$ cat config.mk
export PLATFORM = sky130hd
export DESIGN_NAME = aes_req_arbiter
export DESIGN_NICKNAME = d
export VERILOG_FILES = /design/src/rtl/aes_arb_pkg.sv /design/src/rtl/rr_arbiter.sv /design/src/rtl/aes_req_arbiter.sv
export SDC_FILE = /design/constraint.sdc
export NUM_CORES = 1
export LEC_CHECK = 0
export CORE_AREA = 10 10 593 595
export CTS_CLUSTER_SIZE = 30
export DETAILED_ROUTE_END_ITERATION = 12
export DIE_AREA = 0 0 603 605
export PLACE_DENSITY = 0.3
export SLEW_MARGIN = 20
export SYNTH_ARGS = -nofsm -noshare
export SYNTH_HDL_FRONTEND = slang
export SYNTH_HIERARCHICAL = 1
export SYNTH_SLANG_ARGS = --single-unit
$ cat constraint.sdc
create_clock -name clk -period 3.5 [get_ports clk]
set_input_delay 0.7 -clock clk [delete_from_list [all_inputs] [get_ports clk]]
set_output_delay 0.7 -clock clk [all_outputs]
set_load 0.02 [all_outputs]
$ cat src/rtl/aes_arb_pkg.sv
// Shared types and constants for the AES request arbiter.
package aes_arb_pkg;

  localparam int AES_BLK_W = 128;
  localparam int GRANT_W   = 3;

  typedef enum logic [1:0] {
    S_IDLE,
    S_ISSUE,
    S_WAIT,
    S_RESP
  } state_t;

endpackage

$ cat src/rtl/rr_arbiter.sv
// Combinational round-robin pick: first set request at or above ptr, wrapping.
module rr_arbiter
  import aes_arb_pkg::*;
#(
  parameter int NUM_REQ = 4
) (
  input  logic [NUM_REQ-1:0] req,
  input  logic [GRANT_W-1:0] ptr,
  output logic [NUM_REQ-1:0] gnt,
  output logic [GRANT_W-1:0] idx,
  output logic               any
);

  localparam logic [GRANT_W:0] NREQ = (GRANT_W+1)'(NUM_REQ);

  logic [NUM_REQ-1:0] rot;
  logic [GRANT_W:0]   off;
  logic [GRANT_W:0]   sum;

  // Rotate so ptr sits at bit 0, take the lowest set bit, then map back.
  always_comb begin
    rot = NUM_REQ'({req, req} >> ptr);
    off = '0;
    any = 1'b0;
    for (int k = NUM_REQ - 1; k >= 0; k--) begin
      if (rot[k]) begin
        off = (GRANT_W+1)'(k);
        any = 1'b1;
      end
    end
    sum = {1'b0, ptr} + off;
    if (sum >= NREQ) begin
      sum = sum - NREQ;
    end
    idx = sum[GRANT_W-1:0];
    gnt = any ? (NUM_REQ'(1) << idx) : '0;
  end

endmodule

$ cat src/rtl/aes_req_arbiter.sv
// Shares one aes_core among NUM_REQ requesters with round-robin grant.
// One transaction in flight: IDLE (arbitrate) -> ISSUE (start pulse)
// -> WAIT (core done) -> RESP (valid/ready back to the granted requester).
// Optional build macro AES_ARB_TIMEOUT_EN: bounds WAIT to TIMEOUT_CYC cycles
// and answers with rsp_err=1, rsp_data=0 when the core never finishes.
module aes_req_arbiter
  import aes_arb_pkg::*;
#(
  parameter int NUM_REQ     = 4,
  parameter int TIMEOUT_CYC = 64
) (
  input  logic                         clk,
  input  logic                         rst_n,
  input  logic [NUM_REQ-1:0]           req_valid,
  output logic [NUM_REQ-1:0]           req_ready,
  input  logic [NUM_REQ*AES_BLK_W-1:0] req_pt,
  input  logic [NUM_REQ*AES_BLK_W-1:0] req_key,
  output logic [NUM_REQ-1:0]           rsp_valid,
  input  logic [NUM_REQ-1:0]           rsp_ready,
  output logic [AES_BLK_W-1:0]         rsp_data,
  output logic                         rsp_err,
  output logic [GRANT_W-1:0]           grant_id,
  output logic                         busy,
  output logic                         aes_start,
  output logic [AES_BLK_W-1:0]         aes_plaintext,
  output logic [AES_BLK_W-1:0]         aes_key,
  input  logic [AES_BLK_W-1:0]         aes_ciphertext,
  input  logic                         aes_done
);

  if (NUM_REQ < 2 || NUM_REQ > 8 || TIMEOUT_CYC < 2) begin : g_param_err
    $error("aes_req_arbiter: NUM_REQ must be 2..8 and TIMEOUT_CYC >= 2");
  end

  state_t               state_q, state_d;
  logic [GRANT_W-1:0]   ptr_q, ptr_next, win_idx;
  logic [NUM_REQ-1:0]   win_gnt;
  logic                 win_any;
  logic [AES_BLK_W-1:0] pt_sel, key_sel;
  logic                 accept, rsp_hs, done_hit, timeout_hit;

  rr_arbiter #(.NUM_REQ(NUM_REQ)) u_rr (
    .req (req_valid),
    .ptr (ptr_q),
    .gnt (win_gnt),
    .idx (win_idx),
    .any (win_any)
  );

  // One-hot AND-OR mux of the winner's plaintext and key.
  always_comb begin
    pt_sel  = '0;
    key_sel = '0;
    for (int k = 0; k < NUM_REQ; k++) begin
      if (win_gnt[k]) begin
        pt_sel  = pt_sel  | req_pt[k*AES_BLK_W +: AES_BLK_W];
        key_sel = key_sel | req_key[k*AES_BLK_W +: AES_BLK_W];
      end
    end
  end

  assign req_ready = (state_q == S_IDLE) ? win_gnt : '0;
  assign accept    = (state_q == S_IDLE) && win_any;
  assign aes_start = (state_q == S_ISSUE);
  assign busy      = (state_q != S_IDLE);
  assign rsp_valid = (state_q == S_RESP) ? (NUM_REQ'(1) << grant_id) : '0;
  // Masking with rsp_valid drops rsp_ready from non-granted requesters.
  assign rsp_hs    = |(rsp_valid & rsp_ready);
  // Done outside WAIT (stray or late pulse) is not looked at.
  assign done_hit  = (state_q == S_WAIT) && aes_done;
  assign ptr_next  = (grant_id == GRANT_W'(NUM_REQ - 1)) ? '0 : grant_id + GRANT_W'(1);

`ifdef AES_ARB_TIMEOUT_EN
  localparam int CNT_W = $clog2(TIMEOUT_CYC);

  logic [CNT_W-1:0] wait_cnt;
  logic             rsp_err_q;

  // Last allowed WAIT cycle without done ends the wait with an error.
  assign timeout_hit = (state_q == S_WAIT) && !aes_done &&
                       (wait_cnt == CNT_W'(TIMEOUT_CYC - 1));
  assign rsp_err     = rsp_err_q;

  // WAIT-cycle counter, cleared whenever the FSM is elsewhere.
  always_ff @(posedge clk or negedge rst_n) begin
    if (!rst_n) begin
      wait_cnt <= '0;
    end else if (state_q != S_WAIT) begin
      wait_cnt <= '0;
    end else begin
      wait_cnt <= wait_cnt + CNT_W'(1);
    end
  end

  // Error flag is decided at the moment WAIT ends.
  always_ff @(posedge clk or negedge rst_n) begin
    if (!rst_n) begin
      rsp_err_q <= 1'b0;
    end else if (done_hit) begin
      rsp_err_q <= 1'b0;
    end else if (timeout_hit) begin
      rsp_err_q <= 1'b1;
    end
  end
`else
  assign timeout_hit = 1'b0;
  assign rsp_err     = 1'b0;
`endif

  // Next-state logic.
  always_comb begin
    state_d = state_q;
    case (state_q)
      S_IDLE:  if (accept) state_d = S_ISSUE;
      S_ISSUE: state_d = S_WAIT;
      S_WAIT:  if (done_hit || timeout_hit) state_d = S_RESP;
      S_RESP:  if (rsp_hs) state_d = S_IDLE;
      default: state_d = S_IDLE;
    endcase
  end

  // State and round-robin pointer; pointer advances past the served requester.
  always_ff @(posedge clk or negedge rst_n) begin
    if (!rst_n) begin
      state_q <= S_IDLE;
      ptr_q   <= '0;
    end else begin
      state_q <= state_d;
      if (rsp_hs) begin
        ptr_q <= ptr_next;
      end
    end
  end

  // Capture the winner's operands and identity on the accept edge.
  always_ff @(posedge clk or negedge rst_n) begin
    if (!rst_n) begin
      grant_id      <= '0;
      aes_plaintext <= '0;
      aes_key       <= '0;
    end else if (accept) begin
      grant_id      <= win_idx;
      aes_plaintext <= pt_sel;
      aes_key       <= key_sel;
    end
  end

  // Response data: core result on done, zero on timeout; held through RESP.
  always_ff @(posedge clk or negedge rst_n) begin
    if (!rst_n) begin
      rsp_data <= '0;
    end else if (done_hit) begin
      rsp_data <= aes_ciphertext;
    end else if (timeout_hit) begin
      rsp_data <= '0;
    end
  end

endmodule

# == Word level (Yosys, flattened, before mapping) ==
# Index checks and enable logic that the tools add are counted.
# op_classes
n_addsub,3
mul,0
n_div,0
order_cmp,1
n_eq_ne,7
shift,3
mux,25
bitwise,7
n_reduce_logical,6
# op_table
operator,count
128-bit 2-to-1 mux,8
128-bit bitwise OR,6
2-bit 2-to-1 mux,7
4-bit 2-to-1 mux,3
2-bit one-hot mux with 4 select lines,1
"1-bit by 3-bit left shift with 4-bit output, first input constant",2
8-bit by 3-bit >> shifter with 4-bit output,1
3-bit 2-to-1 mux,2
"2-bit inequality test, second input constant",3
3-bit by 2-bit adder with 4-bit output,1
4-bit bitwise AND,1
"2-bit == test, second input constant",2
"4-bit by 3-bit >= comparator with 1-bit output, second input constant",1
1-bit 2-to-1 mux,4
4-bit OR reduction,1
"3-bit by 1-bit adder with 3-bit output, second input constant",1
"3-bit by 2-bit == test with 1-bit output, second input constant",1
3-bit AND reduction,1
"3-bit subtractor, second input constant",1
"2-bit by 1-bit == test with 1-bit output, second input constant",1
1-bit logical AND,2
2-bit logical NOT,1
2-bit nonzero test,1
# totals
ff_bits,392
latchBits,0
mem_bits_rw,0
mem_bits_ro,0
n_memories,0

# == Depth between registers and ports, before layout ==
# Gate-level depths: netlist of run 1.
# logic_depth
ltp_word,17
mapped_depth,16
depth_no_buf,12

# == Modules after synthesis ==
# Netlist of run 1, hierarchy kept.
# by_module_without_submodules
module,n_inst,cells_per_inst,area_per_inst_um2,seq_area_each_um2
aes_req_arbiter,1,1781,19028.2,9809.4
rr_arbiter,1,48,349.1,0.0

# == Worst setup path before layout of run 1 ==
# Ideal clock, no wire load.
# synth_path
path_type,in2out
from,input port req_valid[2]
to,output port req_ready[0]
arrival_ns,3.162
required_ns,2.800
path_slack_ns,-0.362
stages,14
n_path_buf,4
cell_sequence,buf_6 -> nor2_1 -> a2bb2oi_1 -> o22ai_1 -> o2bb2ai_1 -> ha_1 -> inv_1 -> fa_1 -> inv_1 -> nor4_1 -> buf_2 -> buf_6 -> clkbuf_1 -> and2_1
# synth_via
elab_chain_len,11
elab_cells_between_ends,16
cone_classes,2 x add/sub; 1 x order compare; 2 x shift; 11 x mux
# synth_lines
element,line,text
from (decl),aes_req_arbiter.sv:14,"input logic [NUM_REQ-1:0] req_valid,"
8-bit by 3-bit >> shifter with 4-bit output (*),rr_arbiter.sv:22,"rot = NUM_REQ'({req, req} >> ptr);"
2-bit 2-to-1 mux (3 in series),rr_arbiter.sv:26,if (rot[k]) begin
2-bit 2-to-1 mux (*),rr_arbiter.sv:26,
3-bit by 2-bit adder with 4-bit output (*),rr_arbiter.sv:31,"sum = {1'b0, ptr} + off;"
4-bit by 3-bit >= comparator with 1-bit output / 3-bit subtractor (equally long branches),"rr_arbiter.sv:32, rr_arbiter.sv:33",
3-bit 2-to-1 mux (*),rr_arbiter.sv:32,if (sum >= NREQ) begin
named net win_idx[1],aes_req_arbiter.sv:36,"logic [GRANT_W-1:0] ptr_q, ptr_next, win_idx;"
1-bit by 3-bit left shift with 4-bit output (*),rr_arbiter.sv:36,gnt = any ? (NUM_REQ'(1) << idx) : '0;
4-bit 2-to-1 mux (*),rr_arbiter.sv:36,
named net win_gnt[0],aes_req_arbiter.sv:37,logic [NUM_REQ-1:0] win_gnt;
4-bit 2-to-1 mux (*),aes_req_arbiter.sv:62,assign req_ready = (state_q == S_IDLE) ? win_gnt : '0;
to (decl),aes_req_arbiter.sv:15,"output logic [NUM_REQ-1:0] req_ready,"
# The timed path passes the listed nets; every way through them passes the cells marked *.

# == Worst setup path in the final report of run 1 ==
# layout_path
from,input port req_valid[3]
to,output port req_ready[3]
# layout_via
elab_chain_len,11
elab_cells_between_ends,16
cone_classes,2 x add/sub; 1 x order compare; 2 x shift; 11 x mux
# layout_lines
element,line
8-bit by 3-bit >> shifter with 4-bit output (*),rr_arbiter.sv:22
2-bit 2-to-1 mux (4 in series),rr_arbiter.sv:26
3-bit by 2-bit adder with 4-bit output,rr_arbiter.sv:31
4-bit by 3-bit >= comparator with 1-bit output / 3-bit subtractor (equally long branches),"rr_arbiter.sv:32, rr_arbiter.sv:33"
3-bit 2-to-1 mux,rr_arbiter.sv:32
1-bit by 3-bit left shift with 4-bit output,rr_arbiter.sv:36
4-bit 2-to-1 mux (*),rr_arbiter.sv:36
named net win_gnt[3],aes_req_arbiter.sv:37
4-bit 2-to-1 mux (*),aes_req_arbiter.sv:62
# Marked as above.

==> results of run 1 <==
[where the power goes]
| group | total, W | internal, W | switching (W) | leakage (nW) |
|---|---|---|---|---|
| registers | 0.00866 | 0.00699 | 0.00167 | 4.49 |
| clock network | 0.00729 | 0.00434 | 0.00295 | 1.10 |
| logic | 0.0481 | 0.0207 | 0.0274 | 11.0 |
[worst paths after layout]
| check | endpoint | slack, ns | depth (start not counted) |
|---|---|---|---|
| setup / recovery | req_ready[3] | -0.78 | 12 |
| hold / removal | rsp_data[30] | 0.51 | 1 |
| setup reg to reg | aes_key[93] | -0.36 | 18 |
| hold reg to reg | rsp_data[30] | 0.51 | 1 |
| max in group asynchronous | aes_key[15] | 1.91 | 3 |
| min in group asynchronous | rsp_data[122] | 0.53 | 2 |
[cell type report]
type | instances | area share
diodes | 42 | 0.002199
clock buffers | 101 | 0.04183
clock inverters | 20 | 0.005576
inverters | 12 | 0.0009948
multi-input cells | 1233 | 0.2024
flip-flops and latches | 392 | 0.2053
well taps | 4536 | 0.1187
repair buffers | 1849 | 0.4230
[logic make-up (layout without fill, tap and decap cells)]
family,count (synthesis),after routing,synth area share
compound gates,793,793,0.2910
mux,133,133,0.07716
fa+ha+maj,12,12,0.008136
other cells,1,43,0.0001935
flops,392,392,0.5062
simple gates,294,294,0.06050
buf+inv,204,1982,0.05676
[registers in the layout, indices dropped and copies added (netlist names)]
name,flops
rsp_data,128
aes_key,128
ptr_q,3
aes_plaintext,128
state_q,2
grant_id,3
[metrics by stage]
step	hold slack, ns	worst slack, ns	instance area [sq um]	setup TNS, ns
finish	0.5052	-0.7776	47800	-47.93
detailed placement	0.4949	-1.782	41220	-345.33
floorplan	0.4044	-0.01719	19480	-0.02439
global placement	0.4935	-1.813	41220	-352.09
global route	0.4819	-0.9467	47720	-81.25
CTS	0.4397	-1.001	45610	-71.07
[per-layer routing]
metal,vias to the layer above,GRT usage
li1,10690,-
met1,13510,0.1773
met2,1834,0.2758
met3,631,0.06363
met4,148,0.03145
met5,-,0
[cell usage in the layout, fill, tap and decap left out, types with 6 or more instances in the layout]
master,n
buf_8,15
buf_16,44
clkbuf_1,19
a22oi_1,318
bufbuf_16,6
nor2_1,262
a31oi_1,252
clkbuf_8,11
clkbuf_16,98
mux2_2,131
and2_4,6
a22oi_2,197
clkinv_2,6
clkdlybuf4s50_1,1545
buf_4,116
diode_2,42
dfrtp_1,391
buf_6,37
buf_12,57
ha_1,10
inv_1,8
[what timing repair did]
item	in CTS	in global routing
hold buffers	1	0
buffers inserted	47	46
setup endpoints to repair	260	260
gates cloned	28	38
pin swaps	133	175
hold endpoints to repair	22	0
resized for setup	225	204
[critical path, stage by stage]
cell,delay [ns]
clkdlybuf4s50_1,0.62
a2bb2oi_1,0.26
o22ai_1,0.14
o2bb2ai_2,0.16
ha_2,0.20
inv_2,0.05
fa_2,0.53
buf_6,0.18
nor4b_4,0.30
buf_12,0.16
and2_4,0.14
buf_8,0.12
==> impl_metrics.yaml, run 1 <==
placement:
  io_buffer_count: 1559
  dp_hpwl_um: 254700
  place_congestion: 0.9195
  place_inst: 7876
timing:
  period_share: 1.222
  finalHoldViolations: 0
  relSlewSlack: 0.3960
  rsz0062_at_grt: "true"
  fin_skew_ns: 0.06404
  fin_ws_ns: -0.7776
  drv_slew: 0
  tightestPinTransition_ns: 0.9032
  period_needed_ns: 4.278
  setup_violations: 260
  max_freq_mhz: 233.8
global_routing:
  grt_remaining_overflow: 0
  antenna_found_initial: 268
  grtUsageTotal: 0.1563
  grt_pass1_wl_um: 363300
  grt_max_degree: 58
  grt_pass1_vias: 25950
clocking:
  clk_path_buf_depth: 4
  numCtsBuffers: 70
  htree_num_levels: 3
  cts-root-buf: "clkbuf_16"
  clock_sinks: 392
  cts_tree: "done"
  clock_latency_ns: 0.80
  cts.clk_slew.worst_paths_ns: 0.05
logic_synthesis:
  synthArstFlopShare: 1.000
  ys_types: 40
  syn_nets: 3004
  ys_top_cells_by_count: "a22oi_1 (515), dfrtp_1 (392), nor2_1 (264)"
  netlist_area_sq_um: 19380
  yosysSeqAreaShare: 0.5062
  synth_flop_cell: "dfrtp_1"
  synth_top_cell_by_area: "dfrtp_1"
  yosysTopAreaCellShare: 0.5062
  synth_warnings: 6
  synth_edf_count: 0
  synth.most_common_cell: "a22oi_1"
  synth_area_per_cell_sq_um: 10.59
  ys_ff_latch: 392
  ys_top_cells_by_area: "dfrtp_1 (51%), a22oi_1 (20%), a31oi_1 (8.3%)"
  synth_cells: 1829
layout:
  fin_cells: 8185
  layout-drive-gt1-share: 0.2138
  syn2layout_area_growth_pct: 146.7
  multi_input_area_sq_um: 9672
  fillers: 38300
  utilization: 0.1409
  seq_area_sq_um: 9811
  fin_nets: 4733
routing:
  wl_um: 314400
  first_pass_iters: 7
  dr.max_layer_used: "met5"
  drt_iter0_drc: 2188
  wl_met1_um: 119400
  ant_nets: 0
  wl_per_cell_um: 38.41
  wl_met3_um: 30670
  via_per_inst: 3.276
  vias: 26820
  wl_met2_um: 154000
  drc: 0
setup_path:
  crit_arrival_ns: 3.58
  crit_path_start: "req_valid[3]"
  required_ns: 2.80
  critPathKind: "input port to output port"
  r2r_start: "ptr_q[0]"
  worstPathMaxFanout: 5
  crit_path_end_kind: "output port"
  cp-start-kind: "input port"
floorplan:
  start_util: 0.05712
  die_w_um: 603
  die_y_um: 605
  core_region_area_sq_um: 339200
  fp-row-count: 214
  io_pins: 1561
  die-area_sq_um: 364800
hold_path:
  hp-start: "rsp_data[30]"
  hold_path_class: "register to register"
power_and_ir_drop:
  p_leak_nw: 16.56
  powerDensity_nw_per_um2: 1341
  finalPower_w: 0.06409
  peakVddDrop_v: 0.0007591
flow_run:
  cap_violations: 0
run_status:
  violations: "setup timing"
  status: "finished with violations"
(Power assumes the default switching activity.)
==> run 2, diff against run 1 <==
CTS_CLUSTER_SIZE = 16   (was 30)
SETUP_SLACK_MARGIN = 0.2   (was unset)
==> impl_metrics.yaml, run 2 (same netlist as run 1, synthesis figures left out) <==
floorplan:
  die_w_um: 603
  fp-row-count: 214
  io_pins: 1561
  die-area_sq_um: 364800
  die_y_um: 605
  core_region_area_sq_um: 339200
  start_util: 0.05712
run_status:
  status: "finished with violations"
  violations: "setup timing"
hold_path:
  hold_path_class: "input port to asynchronous set/reset pin"
layout:
  utilization: 0.1370
  fin_nets: 4692
  multi_input_area_sq_um: 9160
  fin_cells: 8145
  reg_top3: "aes_key: 128 flops, aes_plaintext: 128 flops, rsp_data: 128 flops"
  seq_area_sq_um: 9811
  layout_commonest_cell: "clkdlybuf4s50_1"
  layout-drive-gt1-share: 0.1764
  fillers: 38470
  final_cell_area_sq_um: 46470
  layout_common_cells: "clkdlybuf4s50_1 (1538), a22oi_1 (418), dfrtp_1 (391), nor2_1 (262), a31oi_1 (253)"
  syn2layout_area_growth_pct: 139.8
placement:
  dp_hpwl_um: 256500
  dpl_cell_area_sq_um: 41200
  dp_slack_ns: -1.525
  io_buffer_count: 1559
  place_congestion: 0.9296
  place_inst: 7864
global_routing:
  grt_pass1_vias: 25480
  grtUsageTotal: 0.1537
  grt_remaining_overflow: 0
  grt_max_degree: 91
  grt_pass1_wl_um: 355600
  antenna_found_initial: 301
timing:
  period_needed_ns: 4.310
  tightestPinTransition_ns: 0.9335
  fin_ws_ns: -0.8099
  finalHoldViolations: 0
  period_share: 1.231
  fin_skew_ns: 0.07394
  rsz0062_at_grt: "true"
  relSlewSlack: 0.3757
  max_freq_mhz: 232.0
  drv_slew: 0
  setup_violations: 210
setup_path:
  crit_path_end_kind: "output port"
  required_ns: 2.80
  worstPathMaxFanout: 7
  crit_arrival_ns: 3.61
  cp-start-kind: "register"
  critPathKind: "register to output port"
clocking:
  htree_num_levels: 3
  clk_path_buf_depth: 4
  cts-root-buf: "clkbuf_16"
  clock_latency_ns: 0.81
  clock_sinks: 392
  cts.clk_slew.worst_paths_ns: 0.06
  cts_tree: "done"
  numCtsBuffers: 71
routing:
  wl_um: 308600
  via_per_inst: 3.256
  vias: 26520
  drt_iter0_drc: 2152
  ant_nets: 0
  wl_per_cell_um: 37.88
  first_pass_iters: 5
  drc: 0
power_and_ir_drop:
  internal_power_w: 0.02948
  power.share.clock: 0.118
  peakVddDrop_v: 0.0006383
  p_leak_nw: 16.11
  p_seq_frac: 0.145
  powerDensity_nw_per_um2: 1265
  swShare: 0.4985
  net-switching-power_w: 0.02931
  combPwrFrac: 0.736
flow_run:
  cap_violations: 0
## run 2: cell types whose count changed in the layout (fill, tap and decap cells not counted), moves of 2 or more
cell / previous run / this run
clkbuf_8: 11 / 8
diode_2: 42 / 54
clkbuf_1: 19 / 17
a22oi_1: 318 / 418
buf_16: 44 / 30
bufinv_16: 5 / 2
bufbuf_16: 6 / 1
clkbuf_16: 98 / 102
a31oi_4: 3 / 1
a22oi_2: 197 / 97
inv_6: 3 / 0
clkdlybuf4s50_1: 1545 / 1538
buf_4: 116 / 100
buf_6: 37 / 34
## run 2: worst paths after layout
check / endpoint / cells after the start / slack [ns] / startpoint
worst max register to register: aes_key[89] / 19 / -0.41 / ptr_q[0]
worst min register to register: rsp_data[56] / 1 / 0.50 / rsp_data[56]
worst min-delay path: aes_key[29] / 2 / 0.43 / rst_n
max in group asynchronous: rsp_data[52] / 4 / 2.02 / rst_n
worst max-delay path: req_ready[0] / 15 / -0.81 / ptr_q[0]
min in group clk: rsp_data[56] / 1 / 0.50 / rsp_data[56]
## run 2: final cells by class
cell class                 count  share of cell area
sequential                   392              0.2111
antenna                       54            0.002908
clock buffer                  96             0.04198
multi-input combinational   1233              0.1971
clock inverter                15            0.003393
inverter                      12            0.001023
tap                         4536              0.1221
timing repair buffer        1807              0.4203
## run 2: stage by stage
stage	TNS [ns]	power (W)	hold slack, ns
4_1_cts	-51.49	0.05270	0.3580
2_1_floorplan	-0.02439	0.02352	0.4044
3_5_place_dp	-274.98	0.04208	0.4911
3_3_place_gp	-272.86	0.04198	0.4885
6_report	-50.91	0.05879	0.4286
5_1_grt	-90.01	0.06160	0.3921
## run 2: worst max-delay path, stage by stage (launching register included)
cell	delay, ns
dfrtp_2	0.48
buf_6	0.15
a21oi_4	0.13
nor4b_4	0.22
a31oi_2	0.07
buf_4	0.16
o41ai_4	0.04
ha_1	0.29
a21oi_2	0.17
nor3_2	0.06
a21o_2	0.22
buf_4	0.16
nor4_4	0.20
buf_6	0.22
and2_4	0.16
buf_6	0.13
## run 2: power by group through the flow
stage	logic, W	registers (W)	clock network, W
finish	0.0433	0.00855	0.00696
global route	0.0453	0.00881	0.00746
CTS	0.0368	0.00855	0.00738
detailed placement	0.0335	0.00858	0
global placement	0.0335	0.00853	0
floorplan	0.0125	0.0110	0
## run 2: what timing repair did
item / CTS / global route
setup endpoints to repair: 265 / 265
hold buffers: 1 / 0
endpoints found under the hold margin: 15 / 0
resized for setup: 91 / 197
setup buffers: 17 / 48
cloned: 13 / 37
pin swaps: 15 / 111
## run 2: per-layer routing
metal | up-vias | GRT usage | wire [um]
met4 | 118 | 0.03131 | 8055
met2 | 1872 | 0.2681 | 149200
met1 | 13310 | 0.1738 | 119300
met5 | - | 0 | 759
li1 | 10620 | - | -
met3 | 603 | 0.06714 | 31230
